**src/rtl/if_stage.sv**
```systemverilog
`default_nettype none
// ============================================================================
//  Module      : if_stage
//  Description : Instruction-fetch stage. Holds the program counter, computes
//                branch targets for conditional (imm19), unconditional
//                (imm26) and register redirects, drives the instruction
//                memory address and registers the fetched instruction into
//                the IF/ID pipeline register with stall and flush control.
//                Optional macro IF_STAGE_PERF_EN adds fetch and redirect
//                event counters (perf_fetched, perf_redirects).
//  Revision    : 1.0 - initial release
// ============================================================================
module if_stage #(
  parameter int                 ADDR_W    = 64,
  parameter int                 INSTR_W   = 32,
  parameter logic [ADDR_W-1:0]  RESET_PC  = '0,
  parameter logic [INSTR_W-1:0] NOP_INSTR = 32'hD503201F
) (
  input  logic               clk,
  input  logic               reset,
  input  logic               stall,
  input  logic               redir_valid,
  input  logic [1:0]         redir_type,
  input  logic [ADDR_W-1:0]  redir_pc,
  input  logic [25:0]        redir_imm,
  input  logic [ADDR_W-1:0]  redir_reg,
  output logic [ADDR_W-1:0]  imem_addr,
  input  logic [INSTR_W-1:0] imem_rdata,
`ifdef IF_STAGE_PERF_EN
  output logic [31:0]        perf_fetched,
  output logic [31:0]        perf_redirects,
`endif
  output logic               id_valid,
  output logic [INSTR_W-1:0] id_instr,
  output logic [ADDR_W-1:0]  id_pc,
  output logic [ADDR_W-1:0]  id_pc_plus4
);

  localparam logic [1:0]        c_REDIR_COND   = 2'b00;
  localparam logic [1:0]        c_REDIR_UNCOND = 2'b01;
  localparam logic [ADDR_W-1:0] c_PC_STEP      = ADDR_W'(4);

  logic [ADDR_W-1:0]  r_pc;
  logic               r_id_valid;
  logic [INSTR_W-1:0] r_id_instr;
  logic [ADDR_W-1:0]  r_id_pc;
  logic [ADDR_W-1:0]  r_id_pc_plus4;

  // Word offsets as signed quantities so the width cast sign-extends them;
  // this also works at the minimum ADDR_W of 28 where imm26<<2 fills the bus.
  logic signed [20:0] w_off19;
  logic signed [27:0] w_off26;
  logic [ADDR_W-1:0]  w_target;
  logic [ADDR_W-1:0]  w_pc_plus4;

  assign w_off19    = {redir_imm[18:0], 2'b00};
  assign w_off26    = {redir_imm[25:0], 2'b00};
  assign w_pc_plus4 = r_pc + c_PC_STEP;

  // Redirect target select; the reserved encoding behaves as a register branch.
  always_comb begin
    w_target = redir_reg;
    case (redir_type)
      c_REDIR_COND:   w_target = redir_pc + ADDR_W'(w_off19);
      c_REDIR_UNCOND: w_target = redir_pc + ADDR_W'(w_off26);
      default:        w_target = redir_reg;
    endcase
  end

  // PC and IF/ID register: reset, then redirect (flush), then stall, then advance.
  always_ff @(posedge clk) begin
    if (reset) begin
      r_pc          <= RESET_PC;
      r_id_valid    <= 1'b0;
      r_id_instr    <= NOP_INSTR;
      r_id_pc       <= '0;
      r_id_pc_plus4 <= '0;
    end else if (redir_valid) begin
      r_pc       <= w_target;
      r_id_valid <= 1'b0;
      r_id_instr <= NOP_INSTR;
    end else if (!stall) begin
      r_pc          <= w_pc_plus4;
      r_id_valid    <= 1'b1;
      r_id_instr    <= imem_rdata;
      r_id_pc       <= r_pc;
      r_id_pc_plus4 <= w_pc_plus4;
    end
  end

`ifdef IF_STAGE_PERF_EN
  logic [31:0] r_perf_fetched;
  logic [31:0] r_perf_redirects;

  // Event counters: a fetch is any edge that loads a valid instruction.
  always_ff @(posedge clk) begin
    if (reset) begin
      r_perf_fetched   <= '0;
      r_perf_redirects <= '0;
    end else if (redir_valid) begin
      r_perf_redirects <= r_perf_redirects + 32'd1;
    end else if (!stall) begin
      r_perf_fetched   <= r_perf_fetched + 32'd1;
    end
  end

  assign perf_fetched   = r_perf_fetched;
  assign perf_redirects = r_perf_redirects;
`endif

  assign imem_addr   = r_pc;
  assign id_valid    = r_id_valid;
  assign id_instr    = r_id_instr;
  assign id_pc       = r_id_pc;
  assign id_pc_plus4 = r_id_pc_plus4;

endmodule
`default_nettype wire

```
**config.mk**
```make
export PLATFORM = sky130hd
export DESIGN_NAME = if_stage
export DESIGN_NICKNAME = d
export VERILOG_FILES = /design/src/rtl/if_stage.sv
export SDC_FILE = /design/constraint.sdc
export NUM_CORES = 1
export LEC_CHECK = 0
export CAP_MARGIN = 20
export CORE_MARGIN = 2
export CORE_UTILIZATION = 48
export DETAILED_ROUTE_END_ITERATION = 16
export PLACE_DENSITY = 0.88
export SLEW_MARGIN = 20
export SYNTH_ARGS = -nofsm -noshare
export SYNTH_HDL_FRONTEND = slang
export SYNTH_SLANG_ARGS = --single-unit
```
**constraint.sdc**
```tcl
create_clock -name clk -period 6.7 [get_ports clk]
set_input_delay 1.34 -clock clk [delete_from_list [all_inputs] [get_ports clk]]
set_output_delay 1.34 -clock clk [all_outputs]
set_load 0.05 [all_outputs]
```
==> results of run 1 <==
[final cells by class]
class                      instances  area [um^2]
antenna                            7         17.5
timing repair buffer             430         4280
multi-input combinational       1443         8900
sequential                       223         4460
clock buffer                      33          706
inverter                          26         97.6
clock inverter                    10          211
tap                              384          480
fill                            2308         9540
[metrics by stage]
step	total power (W)	utilization	worst slack, ns	instances	hold slack [ns]
2_1_floorplan	0.00240	-	1.58	1830	0.446
3_3_place_gp	0.00289	0.634	0.829	2505	0.439
3_5_place_dp	0.00291	0.634	0.816	2505	0.447
4_1_cts	0.00442	0.666	1.32	2548	0.455
5_1_grt	0.00460	0.668	0.882	2555	0.470
6_report	0.00445	0.668	1.26	2556	0.451
[per-layer routing]
layer  up-vias  wire length [um]
met5         -                 0
met4         0              2090
met3       117              4780
met2       769             22900
met1      6999             23000
li1       7098                 -
[registers in the layout, indices dropped and copies added (netlist names)]
signal / cells
id_instr: 32
id_pc: 64
id_pc_plus4: 62
id_valid: 1
imem_addr: 64
[placed cells by master, fill, tap and decap left out, types with 11 or more instances in the layout]
| master | synthesis | layout |
|---|---|---|
| nand2_1 | 270 | 270 |
| buf_4 | 5 | 13 |
| o21ai_0 | 83 | 83 |
| o211ai_1 | 13 | 13 |
| ha_1 | 68 | 68 |
| xnor2_1 | 73 | 73 |
| dfxtp_1 | 223 | 223 |
| and3_1 | 16 | 16 |
| clkbuf_16 | 0 | 25 |
| nor3_1 | 24 | 24 |
| or3_1 | 20 | 20 |
| a21o_1 | 38 | 38 |
| o21bai_1 | 13 | 13 |
| a311oi_1 | 26 | 26 |
| nor2b_1 | 11 | 11 |
| a211oi_1 | 67 | 67 |
| mux2i_1 | 40 | 40 |
| nand3_1 | 41 | 41 |
| nor2_1 | 208 | 207 |
| inv_1 | 25 | 25 |
| xor2_1 | 84 | 84 |
| a22oi_1 | 13 | 13 |
| a21oi_1 | 167 | 167 |
| nor4_1 | 11 | 11 |
| clkdlybuf4s50_1 | 0 | 412 |
| nand4_1 | 35 | 35 |
[worst max-delay path, cell delays in order]
cell and delay [ns]:
clkdlybuf4s50_1 0.64, inv_1 0.06, o21ai_0 0.14, inv_1 0.14, a31oi_1 0.24, inv_1 0.30
ha_1 0.44, a21o_1 0.20, a21o_1 0.16, a21oi_1 0.22, o221ai_1 0.20, nor4_1 0.20
a21oi_1 0.18, a21boi_1 0.66, nor3_1 0.09, a211oi_1 0.48, o21ai_0 0.14
[power by group through the flow]
| stage | clock, W | combinational [W] | sequential (W) |
|---|---|---|---|
| 2_1_floorplan | 0 | 0.000632 | 0.00177 |
| 5_1_grt | 0.00159 | 0.00147 | 0.00154 |
| 6_report | 0.00153 | 0.00138 | 0.00153 |
| 3_5_place_dp | 0 | 0.00136 | 0.00155 |
| 4_1_cts | 0.00153 | 0.00136 | 0.00152 |
| 3_3_place_gp | 0 | 0.00135 | 0.00155 |
[cells by family (layout without fill, tap and decap cells)]
group,Yosys count,after routing,synth area share
xor+xnor,157,157,0.0980
simple gates,685,685,0.221
flops,223,223,0.318
fa+ha+maj,69,69,0.0621
other cells,0,7,0
mux,41,41,0.0293
buf+inv,164,499,0.0476
compound gates,491,491,0.224
[final timing paths]
check                start            end  slack, ns  depth (start not counted)
min reg2reg      id_pc[36]      id_pc[36]       0.45                          2
max          redir_type[0]  imem_addr[52]       1.26                         17
min              id_pc[36]      id_pc[36]       0.45                          2
max reg2reg   imem_addr[2]  imem_addr[54]       2.94                         11
==> reports/metrics.cfg, run 1 <==
[run_status]
status=finished clean

[grt]
grt_pass1_vias=14100
grt_max_degree=95
grt-ovfl-total=0
gr-usage-met2=0.497
use_met3=0.0557
met1_usage=0.469
grt_busiest_layer=met2
grt_usage=0.329
grt_pass1_wl_mm=80.1
antenna_found_initial=6

[power_and_ir_drop]
p_sw_w=0.00155
switching_share=0.348
peakVddDrop_mv=0.153
pwr-share-comb=0.311
powerDensity_nw_per_um2=232
pwr-share-clk=0.344
cellLeakagePower_nw=7.37
power.internal_w=0.00290
power_frac_seq=0.344

[timing]
fin_crit_ns=5.44
setup_viol=0
fmax_mhz=184
final_hold_viol_count=0
worst_pin_slew_ns=0.976
final_max_slew_viol_count=0
min_period_over_period=0.812
finalSetupTns_ns=0
grt_setup_unrepaired=false
max-slew-margin-rel=0.349
fin_worst_skew_ns=0.0228

[drt]
ant_nets=0
vias=15000
firstDrtPassIters=5
drt_iter0_markers=1750
routed_via_density=5.86
routedWlPerCell_um=20.7
drcViolationCount=0
wirelength_mm=52.8

[worst_setup_path]
critPathKind=input port to flop
critPathArrivalTime_ns=5.83
cp-end-kind=flop
cp_max_fo=14
start_kind=input port
worst_ep_required_time_ns=7.09

[clock_network]
cts_root_buf=clkbuf_16
cts_hold_buffers=0
cts_setup_buffers=0
path_clk_slew_ns=0.06
h-tree-depth=1
cts_buffers=24
clk_latency_ns=0.52
tritoncts=built
cts_resized=0
cts_sinks=223
clock_path_buffers=3

[floorplanning]
pin_count=417
die_h_um=175
coreArea_um2=28700
fp-row-count=62
die_x_um=175
start_util=0.489
die_area_um2=30600

[place]
placement.io_buffers=416
place_congestion=0.964
dpl-instance-area_um2=18200
hpwl_mm=40.6

[layout]
syn2layout_area_growth_pct=36.6
stdcell_area_um2=19200
nets=2409
drive_gt1_frac=0.0420

[synth]
synth_cell_type_count=78
synth_nets=2091
synthTopCellsByArea=dfxtp_1 32%, nand2_1 7.2%, ha_1 6.1%
ys_warn_count=0
synth_top_area_cell=dfxtp_1
synth-seq-cells=223
ys_seq_area_frac=0.318
syn_avg_cell_area_um2=7.67
synth_top_area_share=0.318
synth_area_um2=14000
ys.flop_type=dfxtp_1
syn_inst=1830
synth-edff-count=0
synth_common_cells=270 x nand2_1, 223 x dfxtp_1, 208 x nor2_1, 167 x a21oi_1, 107 x clkbuf_1
synth_most_common_cell=nand2_1
synth-async-reset-ratio=0

[run]
cap_violations=0

[hold_path]
hold_path.class=flop to flop

Note: power is estimated with default switching activity, not from simulation.
==> inputs of run 2 (changes only) <==
- clock period: 6.7 -> 5.1 ns (I/O delays scaled with it)
==> run 2 against run 1 <==
  * Sequential share of layout area is essentially flat
  * Register-to-register slack lost 1.6 ns
  * Global-route usage shrank 0.46 points
  * Routed wire length shrank 1.5%
  * Critical path type unchanged
  * Non-clock buffer count grew 14
  * Final area shrank 0.10%
==> reports/metrics.cfg, run 2 (same netlist as run 1, synthesis figures left out) <==
[hold_path]
min_from=id_pc[49]
min_path_cells=2
hold_path_end=id_pc[49]
hold_path.class=flop to flop

[drt]
firstDrtPassIters=5
drt_iter0_markers=1619
routed_via_density=5.84
drcViolationCount=0
routedWlPerCell_um=20.2
wirelength_mm=52.0
vias=15000
ant_nets=0

[floorplanning]
coreArea_um2=28700
die_h_um=175
fp-row-count=62
die_area_um2=30600
die_x_um=175
pin_count=417
start_util=0.489

[clock_network]
cts_hold_buffers=0
cts_sinks=223
cts_buffers=24
cts_root_buf=clkbuf_16
tritoncts=built
cts_setup_buffers=0
clock_path_buffers=3
cts_resized=0
h-tree-depth=1
clk_latency_ns=0.52
path_clk_slew_ns=0.06

[power_and_ir_drop]
cellLeakagePower_nw=7.37
pwr-share-clk=0.314
peakVddDrop_mv=0.232
pwr-share-comb=0.328
power_frac_seq=0.358
p_sw_w=0.00199
powerDensity_nw_per_um2=293
power.internal_w=0.00361
power_w=0.00560
switching_share=0.356

[grt]
use_met3=0.0579
grt_busiest_layer=met2
grt_max_degree=186
antenna_found_initial=8
grt_pass1_vias=13900
grt-ovfl-total=0
grt_pass1_wl_mm=79.4
gr-usage-met2=0.499
met1_usage=0.460
grt_usage=0.324

[timing]
fmax_mhz=226
final_hold_viol_count=0
fin_crit_ns=4.42
finalSetupTns_ns=0
fin_worst_skew_ns=0.0134
worst_pin_slew_ns=0.923
setup_viol=0
min_period_over_period=0.867
final_max_slew_viol_count=0
grt_setup_unrepaired=false
max-slew-margin-rel=0.384

[worst_setup_path]
critPathArrivalTime_ns=4.81
r2r-start=imem_addr[2]
rrSetupSlack_ns=1.36
rr_worst_depth=11
start_kind=input port
critPathKind=input port to flop
r2r_end=imem_addr[54]
worst_ep_required_time_ns=5.49
cp-end-kind=flop
cp_max_fo=33

[place]
placement.io_buffers=416
place_congestion=0.991
hpwl_mm=40.1

[layout]
syn2layout_area_growth_pct=36.5
drive_gt1_frac=0.0459
final_cell_mix=412 x clkdlybuf4s50_1, 270 x nand2_1, 223 x dfxtp_1, 207 x nor2_1, 167 x a21oi_1
nets=2423
final_common_cell=clkdlybuf4s50_1

[run_status]
status=finished clean

[run]
cap_violations=0

run 2: cell types whose count changed in the layout (fill, tap and decap cells not counted), sizes merged:
cell	before	now
diode	7	8
clkbuf	33	35
buf	18	32
clkinvlp	0	1
inv	26	25
bufinv	6	2
run 2: power by group through the flow:
stage,clock [W],combinational (W),sequential [W]
after floorplan,0,0.000830,0.00233
after global placement,0,0.00179,0.00203
after detailed placement,0,0.00180,0.00204
after CTS,0.00177,0.00181,0.00200
after global routing,0.00184,0.00195,0.00202
final,0.00176,0.00184,0.00201
run 2: per-layer routing:
layer,vias to the layer above,wire length (um)
li1,7150,-
met2,763,23000
met5,-,0
met4,0,1620
met3,92,4690
met1,6997,22700
run 2: critical path, stage by stage:
cell             delay [ns]
clkdlybuf4s50_1        0.48
inv_1                  0.04
o21ai_0                0.14
inv_1                  0.07
a31oi_1                0.19
inv_1                  0.19
buf_12                 0.22
ha_1                   0.49
nand4_1                0.20
or2_2                  0.33
o221ai_1               0.22
nor4_1                 0.09
a21oi_1                0.43
a21boi_1               0.28
a311oi_1               0.32
o21ai_0                0.10
run 2: area by class of cell:
class,count,area (um^2)
diodes,8,20.0
fillers,2423,9560
repair buffers,444,4390
well taps,384,480
inverters,26,97.6
clock inverters,6,86.3
multi-input cells,1443,8900
flip-flops and latches,223,4460
clock buffers,35,703
run 2: worst max-delay path by stage:
stage	from	endpoint	slack, ns	depth (start not counted)
6_report	redir_type[0]	imem_addr[48]	0.68	16
5_1_grt	redir_type[0]	imem_addr[57]	0.28	17
4_1_cts	redir_type[0]	imem_addr[59]	0.72	17
3_5_place_dp	redir_type[0]	imem_addr[59]	0.20	17
3_3_place_gp	redir_type[0]	imem_addr[59]	0.24	17
2_1_floorplan	redir_type[0]	imem_addr[59]	0.30	18
run 2: stage by stage:
| step | hold slack (ns) | util | setup WS [ns] | area [um^2] | std cells |
|---|---|---|---|---|---|
| floorplan | 0.446 | - | 0.301 | 14000 | 1830 |
| detailed placement | 0.445 | 0.639 | 0.200 | 18300 | 2520 |
| finish | 0.454 | 0.667 | 0.676 | 19100 | 2569 |
| global route | 0.472 | 0.667 | 0.279 | 19100 | 2569 |
| CTS | 0.454 | 0.666 | 0.716 | 19100 | 2561 |
| global placement | 0.439 | 0.639 | 0.243 | 18300 | 2520 |
